### src/rtl/uart_rx_param.sv
// Parametrised UART receiver driven by an oversampling tick strobe.
// Ports:
//   i_clock        system clock, rising edge
//   i_reset        synchronous active-high reset
//   i_tick         one-cycle oversample strobe (BAUD_RATE*OVERSAMPLE)
//   i_rx           asynchronous serial line, idle high
//   o_data         last received word, held until the next frame completes
//   o_data_valid   one-cycle pulse per completed frame
//   o_parity_error parity mismatch in the last frame
//   o_frame_error  a stop bit sampled low in the last frame
//   o_busy         high whenever the receiver is not idle
module uart_rx_param #(
    parameter int unsigned NB_DATA         = 8,
    parameter int unsigned NB_STOP         = 1,
    parameter int unsigned PARITY_MODE     = 0,
    parameter int unsigned OVERSAMPLE      = 16,
    parameter int unsigned NB_TICK_COUNTER = $clog2(OVERSAMPLE),
    parameter int unsigned NB_DATA_COUNTER = $clog2(NB_DATA + 1)
) (
    input  logic               i_clock,
    input  logic               i_reset,
    input  logic               i_tick,
    input  logic               i_rx,
    output logic [NB_DATA-1:0] o_data,
    output logic               o_data_valid,
    output logic               o_parity_error,
    output logic               o_frame_error,
    output logic               o_busy
);

    localparam logic [NB_TICK_COUNTER-1:0] TICK_MID   = NB_TICK_COUNTER'(OVERSAMPLE / 2 - 1);
    localparam logic [NB_TICK_COUNTER-1:0] TICK_LAST  = NB_TICK_COUNTER'(OVERSAMPLE - 1);
    localparam logic [NB_TICK_COUNTER-1:0] TICK_ONE   = NB_TICK_COUNTER'(1);
    localparam logic [NB_DATA_COUNTER-1:0] BIT_LAST   = NB_DATA_COUNTER'(NB_DATA - 1);
    localparam logic [NB_DATA_COUNTER-1:0] STOP_LAST  = NB_DATA_COUNTER'(NB_STOP - 1);
    localparam logic [NB_DATA_COUNTER-1:0] BIT_ONE    = NB_DATA_COUNTER'(1);

    typedef enum logic [2:0] {
        IDLE,
        START,
        DATA,
        PARITY,
        STOP
    } state_t;

    state_t                     state_q, state_d;
    logic [NB_TICK_COUNTER-1:0] tick_q, tick_d;
    logic [NB_DATA_COUNTER-1:0] bit_q, bit_d;
    logic [NB_DATA-1:0]         shift_q, shift_d;
    logic                       par_acc_q, par_acc_d;
    logic                       par_err_q, par_err_d;
    logic                       frm_err_q, frm_err_d;
    logic                       done_q, done_d;
    logic                       rx_meta, rx_s;

    // Two-flop synchroniser; resets to the idle line level.
    always_ff @(posedge i_clock) begin
        if (i_reset) begin
            rx_meta <= 1'b1;
            rx_s    <= 1'b1;
        end else begin
            rx_meta <= i_rx;
            rx_s    <= rx_meta;
        end
    end

    // State, datapath and output registers.
    always_ff @(posedge i_clock) begin
        if (i_reset) begin
            state_q        <= IDLE;
            tick_q         <= '0;
            bit_q          <= '0;
            shift_q        <= '0;
            par_acc_q      <= 1'b0;
            par_err_q      <= 1'b0;
            frm_err_q      <= 1'b0;
            done_q         <= 1'b0;
            o_data         <= '0;
            o_data_valid   <= 1'b0;
            o_parity_error <= 1'b0;
            o_frame_error  <= 1'b0;
            o_busy         <= 1'b0;
        end else begin
            state_q      <= state_d;
            tick_q       <= tick_d;
            bit_q        <= bit_d;
            shift_q      <= shift_d;
            par_acc_q    <= par_acc_d;
            par_err_q    <= par_err_d;
            frm_err_q    <= frm_err_d;
            done_q       <= done_d;
            o_data_valid <= done_q;
            o_busy       <= (state_d != IDLE);
            // Publish the frame one clock after the last stop sample.
            if (done_q) begin
                o_data         <= shift_q;
                o_parity_error <= par_err_q;
                o_frame_error  <= frm_err_q;
            end
        end
    end

    // Next-state and datapath logic.
    always_comb begin
        state_d   = state_q;
        tick_d    = tick_q;
        bit_d     = bit_q;
        shift_d   = shift_q;
        par_acc_d = par_acc_q;
        par_err_d = par_err_q;
        frm_err_d = frm_err_q;
        done_d    = 1'b0;

        case (state_q)
            IDLE: begin
                // Start detection acts on any cycle, not only on ticks.
                if (!rx_s) begin
                    state_d = START;
                    tick_d  = '0;
                end
            end

            START: begin
                if (i_tick) begin
                    if (tick_q == TICK_MID) begin
                        if (!rx_s) begin
                            state_d   = DATA;
                            tick_d    = '0;
                            bit_d     = '0;
                            par_acc_d = 1'b0;
                            par_err_d = 1'b0;
                            frm_err_d = 1'b0;
                        end else begin
                            // Glitch: abandon without touching frame state.
                            state_d = IDLE;
                        end
                    end else begin
                        tick_d = tick_q + TICK_ONE;
                    end
                end
            end

            DATA: begin
                if (i_tick) begin
                    if (tick_q == TICK_LAST) begin
                        tick_d    = '0;
                        shift_d   = {rx_s, shift_q[NB_DATA-1:1]};
                        bit_d     = bit_q + BIT_ONE;
                        par_acc_d = par_acc_q ^ rx_s;
                        if (bit_q == BIT_LAST) begin
                            bit_d   = '0;
                            state_d = (PARITY_MODE != 0) ? PARITY : STOP;
                        end
                    end else begin
                        tick_d = tick_q + TICK_ONE;
                    end
                end
            end

            PARITY: begin
                if (i_tick) begin
                    if (tick_q == TICK_LAST) begin
                        tick_d    = '0;
                        par_err_d = (PARITY_MODE == 1) ? (par_acc_q ^ rx_s)
                                                       : ~(par_acc_q ^ rx_s);
                        state_d   = STOP;
                    end else begin
                        tick_d = tick_q + TICK_ONE;
                    end
                end
            end

            STOP: begin
                if (i_tick) begin
                    if (tick_q == TICK_LAST) begin
                        tick_d = '0;
                        if (!rx_s) begin
                            frm_err_d = 1'b1;
                        end
                        // Leave at mid-stop so a following start bit is not missed.
                        if (bit_q == STOP_LAST) begin
                            bit_d   = '0;
                            state_d = IDLE;
                            done_d  = 1'b1;
                        end else begin
                            bit_d = bit_q + BIT_ONE;
                        end
                    end else begin
                        tick_d = tick_q + TICK_ONE;
                    end
                end
            end

            default: begin
                state_d = IDLE;
            end
        endcase
    end

endmodule

### config.mk
export PLATFORM = sky130hd
export DESIGN_NAME = uart_rx_param
export DESIGN_NICKNAME = d
export VERILOG_FILES = /design/src/rtl/uart_rx_param.sv
export SDC_FILE = /design/constraint.sdc
export NUM_CORES = 1
export LEC_CHECK = 0
export BUFFER_PORTS_ARGS = -buffer_cell sky130_fd_sc_hd__buf_4
export CAP_MARGIN = 10
export CORE_UTILIZATION = 58
export DETAILED_ROUTE_END_ITERATION = 12
export GPL_ROUTABILITY_DRIVEN = 0
export GPL_TIMING_DRIVEN = 0
export PLACE_DENSITY = 0.79
export SETUP_SLACK_MARGIN = 0.3
export SYNTH_ARGS = -nofsm -noshare
export SYNTH_HDL_FRONTEND = slang
export SYNTH_SLANG_ARGS = --single-unit
### constraint.sdc
create_clock -name i_clock -period 2.1 [get_ports i_clock]
set_input_delay 0.21 -clock i_clock [delete_from_list [all_inputs] [get_ports i_clock]]
set_output_delay 0.21 -clock i_clock [all_outputs]
set_load 0.1 [all_outputs]
==> out/summary.txt, run 1 <==
Die Area -> 3230 sq um
initial antenna violation count -> 0
maximum fanout along the worst path -> 10
max-slew violations -> 0
clk_skew -> 0.0101 ns
power density over the cells -> 684 nW/um^2
first-pass GRT wire length -> 6420 um
Top Ports -> 16
Mapped Cells -> 192
Netlist cell types -> 46
Max H-tree Level -> 2
CTS root buf -> clkbuf_4
HPWL after DPL -> 2570 um
Seq/Total Area, Yosys -> 42.5%
ANT nets after route -> 0
Vias/cell -> 6.01
Clock Latency Late Sink -> 0.36 ns
Hold Fails Final Rpt -> 0
Critical R2R Launch -> state_q[2]
core area -> 2810 sq um
Mapped Avg Cell Area -> 9.07 sq um
Worst setup startpoint -> state_q[2]
Synth Register Bits -> 37
largest net degree at the start of global routing -> 14
RSZ-0062 raised after global routing -> yes
most common cell in the netlist -> dfxtp_1
clock sinks -> 37
Final nets -> 223
fin area -> 2030 sq um
Worst Hold Depth -> 2
clk slew on worst S/H paths -> 0.12 ns
grt ovf -> 0
ANT cells -> 0
ys async rst share -> 0%
Critical Path Sink Type -> flop
crit path kind -> flop to flop
die width -> 56.8 um
via count -> 1,491
Worst slew margin -> 53.5%
GRT Util Overall -> 26.1%
Netlist Area Pre-Place -> 1740 sq um
flop2flop setup slack -> 0.29 ns
drt wl/cell -> 15.2 um
Synth top area share -> 42.5%
Worst-Margin Slew -> 0.697 ns
Min Clock Period, post-route -> 1.81 ns
area grow syn2layout -> 16.4%
CTS Buf Count -> 5
1st-pass router iterations -> 4
Yosys warnings -> 0
Placement Cell Area -> 1890 sq um
Max Root-Sink Buffers -> 2
vias in the first global route -> 1,401
max-cap check violation count -> 0
synth cell count leaders -> 37 x dfxtp_1, 23 x nor2_1, 19 x mux2i_1
Worst Hold Endpoint -> rx_meta
ratio of cells with drive above 1 in the final layout -> 19.4%
hold path startpoint -> i_rx
Die Ht -> 56.8 um
Port Buffers -> 14
syn_nets -> 199
TritonCTS clock tree -> built
DRC viols -> 0
R2R cell count -> 5
prevailing post-synth register cell -> dfxtp_1
Area contributors post-synth -> dfxtp_1 43%, mux2i_1 11%, nor2_1 5.0%
Critical Path Source Type -> flop
Setup violations, final -> 0
CP required -> 2.41 ns
FF-to-FF End -> o_busy
Worst Path Arrival -> 2.12 ns
status -> finished, final reports clean
initial core utilization -> 62.1%
fmax -> 0.552 GHz
Peak VDD IR -> 571 uV
Post-Route WL -> 3780 um
final setup TNS -> 0 ns
number of synthesized flops with an enable pin -> 0
Tcrit/Tclk final -> 86.3%
# rows -> 19
leak pwr -> 0.000720 uW
post-synth top area cell -> dfxtp_1
HP Class -> input pin to flop
hold_buf cts -> 0
1st-iter DRT viols -> 43
==> how the worst max path moves through the flow <==
| stage | slack [ns] | end | depth (start not counted) |
|---|---|---|---|
| global placement | 0.22 | o_busy | 6 |
| floorplan | 0.39 | o_busy | 6 |
| finish | 0.29 | o_busy | 5 |
| detailed placement | 0.17 | o_busy | 6 |
| CTS | 0.32 | o_busy | 5 |
| global route | 0.21 | bit_q[2] | 5 |
==> cell families after synthesis <==
group | synth area share (%)
DFF | 42.5
adders and majority gates | 2.16
and+or+nand+nor | 22.1
buffers and inverters | 5.32
AOI/OAI and AO/OA | 15.4
muxes | 10.9
xor gates and xnor gates | 1.51
==> state kept, by name, summed over array words and instances, names as in the netlist <==
register and count:
bit_q 4, done_q 1, frm_err_q 1, o_busy 1
o_data 8, o_data_valid 1, o_frame_error 1, o_parity_error 1
par_acc_q 1, par_err_q 1, rx_meta 1, rx_s 1
shift_q 8, state_q 3, tick_q 4
==> routing by layer <==
layer | wire, um | track usage, %
met1 | 1680 | 31.1
met2 | 1820 | 42.0
met3 | 153 | 7.37
met4 | 121 | 14.6
met5 | 0 | 0
==> cells in the final DEF (no fill, tap or decap), types with 3 or more instances in the layout <==
| cell type | n |
|---|---|
| clkbuf_1 | 6 |
| dfxtp_1 | 37 |
| nor2_1 | 23 |
| o21ai_0 | 9 |
| nand4_1 | 3 |
| nor2b_1 | 5 |
| nand2b_1 | 6 |
| buf_4 | 17 |
| clkbuf_4 | 6 |
| a21oi_1 | 7 |
| o21a_1 | 3 |
| ha_1 | 3 |
| mux2i_1 | 19 |
| nand2_1 | 6 |
| nor3_1 | 8 |
| inv_1 | 6 |
==> where the power goes <==
group / switching (uW) / internal [uW]
logic: 102 / 51.9
registers: 7.48 / 714
clock network: 259 / 253
==> area by class of cell <==
class / instances / area [sq um]
Timing Repair Buffer: 17 / 128
Sequential cell: 37 / 741
Clock inverter: 3 / 43.8
Inverter: 7 / 26.3
Fill cell: 221 / 778
Tap cell: 31 / 38.8
Clock buffer: 5 / 37.5
Multi-Input combinational cell: 135 / 941
Buffer: 13 / 71.3
==> repair_timing <==
item / in CTS / in global routing
setup buffers: 3 / 0
endpoints found under the setup margin: 15 / 17
hold endpoints to repair: 0 / 0
resized for setup: 3 / 8
pin swaps: 1 / 0
==> worst max-delay path, stage by stage (launching register included) <==
cell	delay [ns]
dfxtp_1	0.33
buf_6	0.13
nor4b_2	0.43
or4b_1	0.54
a21boi_1	0.20
or3_1	0.12
==> metrics by stage <==
stage                     worst slack [ns]  util, %  cells  power (uW)  hold WS, ns
after floorplan                      0.392        -    192         850        0.314
after global placement               0.217     67.2    237         877        0.397
after detailed placement             0.169     67.2    237         882        0.400
after CTS                            0.320     71.3    248        1390       0.0268
after global routing                 0.210     72.3    248        1440       0.0101
final                                0.288     72.3    248        1390       0.0359
Power figures use the tool's default switching activity.
==> inputs of run 2 (changes only) <==
Settings changed: CORE_ASPECT_RATIO set to 1.1, CTS_CLUSTER_DIAMETER set to 40, SLEW_MARGIN set to 20.
==> out/summary.txt, run 2 (synthesis gave the netlist of run 1 again) <==
Crit path buffers/inverters -> 1
max-slew violations -> 0
vias in the first global route -> 1,397
HP Class -> input pin to flop
final cell count without fillers -> 249
ANT cells -> 0
Worst Path Arrival -> 2.05 ns
area grow syn2layout -> 18.0%
Worst-Margin Slew -> 0.688 ns
clk_skew -> 0.00807 ns
leak pwr -> 0.000723 uW
CTS root buf -> clkbuf_4
Switching Share -> 25.4%
Tcrit/Tclk final -> 83.6%
first-pass GRT wire length -> 5980 um
maximum fanout along the worst path -> 9
1st-iter DRT viols -> 64
part of the power in the clock network -> 37.3%
initial antenna violation count -> 0
most frequent cells in the layout -> 36 x dfxtp_1, 23 x nor2_1, 19 x mux2i_1
max-cap check violation count -> 0
Final nets -> 222
dpl cells -> 239
leading cell type in the layout, fill and taps excluded -> dfxtp_1
crit path kind -> flop to flop
Vias/cell -> 5.91
Critical Path Sink Type -> flop
Max stage delay on crit path -> 0.54 ns
core area -> 2800 sq um
Int Power -> 1050 uW
power density over the cells -> 686 nW/um^2
Gate power share -> 11.5%
DRC viols -> 0
Psw -> 358 uW
final setup TNS -> 0 ns
area occupied by multi-input gates -> 963 sq um
TritonCTS clock tree -> built
CP required -> 2.40 ns
RSZ-0062 raised after global routing -> no
Finished Core Util -> 73.3%
clock sinks -> 37
Worst setup startpoint -> tick_q[1]
GRT Util Overall -> 26.1%
Port Buffers -> 14
status -> finished, final reports clean
Clock Latency Late Sink -> 0.35 ns
Worst slew margin -> 54.2%
initial core utilization -> 62.1%
via count -> 1,471
Critical R2R Launch -> tick_q[1]
fmax -> 0.569 GHz
# fillers -> 219
ratio of cells with drive above 1 in the final layout -> 21.8%
Max H-tree Level -> 2
1st-pass router iterations -> 6
ANT nets after route -> 0
CTS Buf Count -> 5
fin area -> 2060 sq um
Top Ports -> 16
Placement Cell Area -> 1890 sq um
grt ovf -> 0
HPWL after DPL -> 2570 um
Critical Path Source Type -> flop
CP cell instances -> ha_1, clkbuf_4, nand2_1, or4b_1, a21boi_2, or3_1
clk slew on worst S/H paths -> 0.12 ns
Peak VDD IR -> 599 uV
Crit-path slowest cell -> or4b_1
hold path startpoint -> i_rx
largest net degree at the start of global routing -> 13
Hold Fails Final Rpt -> 0
Power Total -> 1410 uW
Die Ht -> 59.5 um
Setup violations, final -> 0
die width -> 54.3 um
Post-Route WL -> 3740 um
Largest regs -> o_data (8), shift_q (8)
sequential share of power -> 51.2%
# rows -> 20
Sequential cell area -> 742 sq um
top cell family by delay on the critical path -> simple AND/OR/NAND/NOR gates
Max Root-Sink Buffers -> 2
Die Area -> 3230 sq um
drt wl/cell -> 15.0 um
Min Clock Period, post-route -> 1.76 ns
-- run 2: cell count changes in the layout (fill, tap and decap cells not counted), sizes merged --
cell	before	now
clkbuf	13	14
clkinv	2	1
clkinvlp	0	1
buf	22	21
inv	7	6
-- run 2: worst reg2reg max path: stages, from the launching register on --
cell and delay [ns]:
dfxtp_1 0.38, ha_1 0.17, clkbuf_4 0.19, nand2_1 0.13
or4b_1 0.55, a21boi_2 0.17, or3_1 0.12
-- run 2: per-stage QoR --
stage	hold slack, ns	setup slack (ns)
after floorplan	0.314	0.392
after global placement	0.393	0.206
after detailed placement	0.401	0.145
after CTS	0.0431	0.270
after global routing	0.0336	0.303
final	0.0470	0.344
-- run 2: path summary, 6_finish.rpt --
path                            slack, ns       to  depth (start not counted)
worst max-delay path                 0.34   o_busy                          6
worst min-delay path                 0.05  rx_meta                          2
worst max register to register       0.34   o_busy                          6
worst min register to register       0.44     rx_s                          1
-- run 2: cell type report --
cell class,count,share of cell area [%]
timing repair buffer,16,5.84
multi-input combinational,135,46.9
inverter,7,1.28
sequential,37,36.1
clock buffer,6,2.50
clock inverter,2,1.83
buffer,13,3.59
tap,33,2.01
-- run 2: timing repair --
action / in CTS / in global routing
endpoints found under the setup margin: 14 / 14
endpoints found under the hold margin: 0 / 0
resized for setup: 4 / 15
hold buffers: 0 / 0
pin swaps: 1 / 0
buffers inserted: 2 / 0
-- run 2: power by group through the flow --
stage	combinational [uW]	sequential [uW]	clock, uW
finish	162	722	527
global route	174	725	561
CTS	149	722	532
detailed placement	145	738	0
global placement	139	737	0
floorplan	86.6	763	0
-- run 2: layer usage --
| layer | vias to the layer above | share of wire, % | wire length [um] | global-route usage, % |
|---|---|---|---|---|
| met5 | - | 0 | 0 | 0 |
| met4 | 0 | 1.2 | 46 | 11.7 |
| met3 | 7 | 5.4 | 201 | 7.44 |
| met2 | 46 | 52 | 1930 | 45.8 |
| met1 | 688 | 42 | 1560 | 28.2 |
| li1 | 730 | - | - | - |
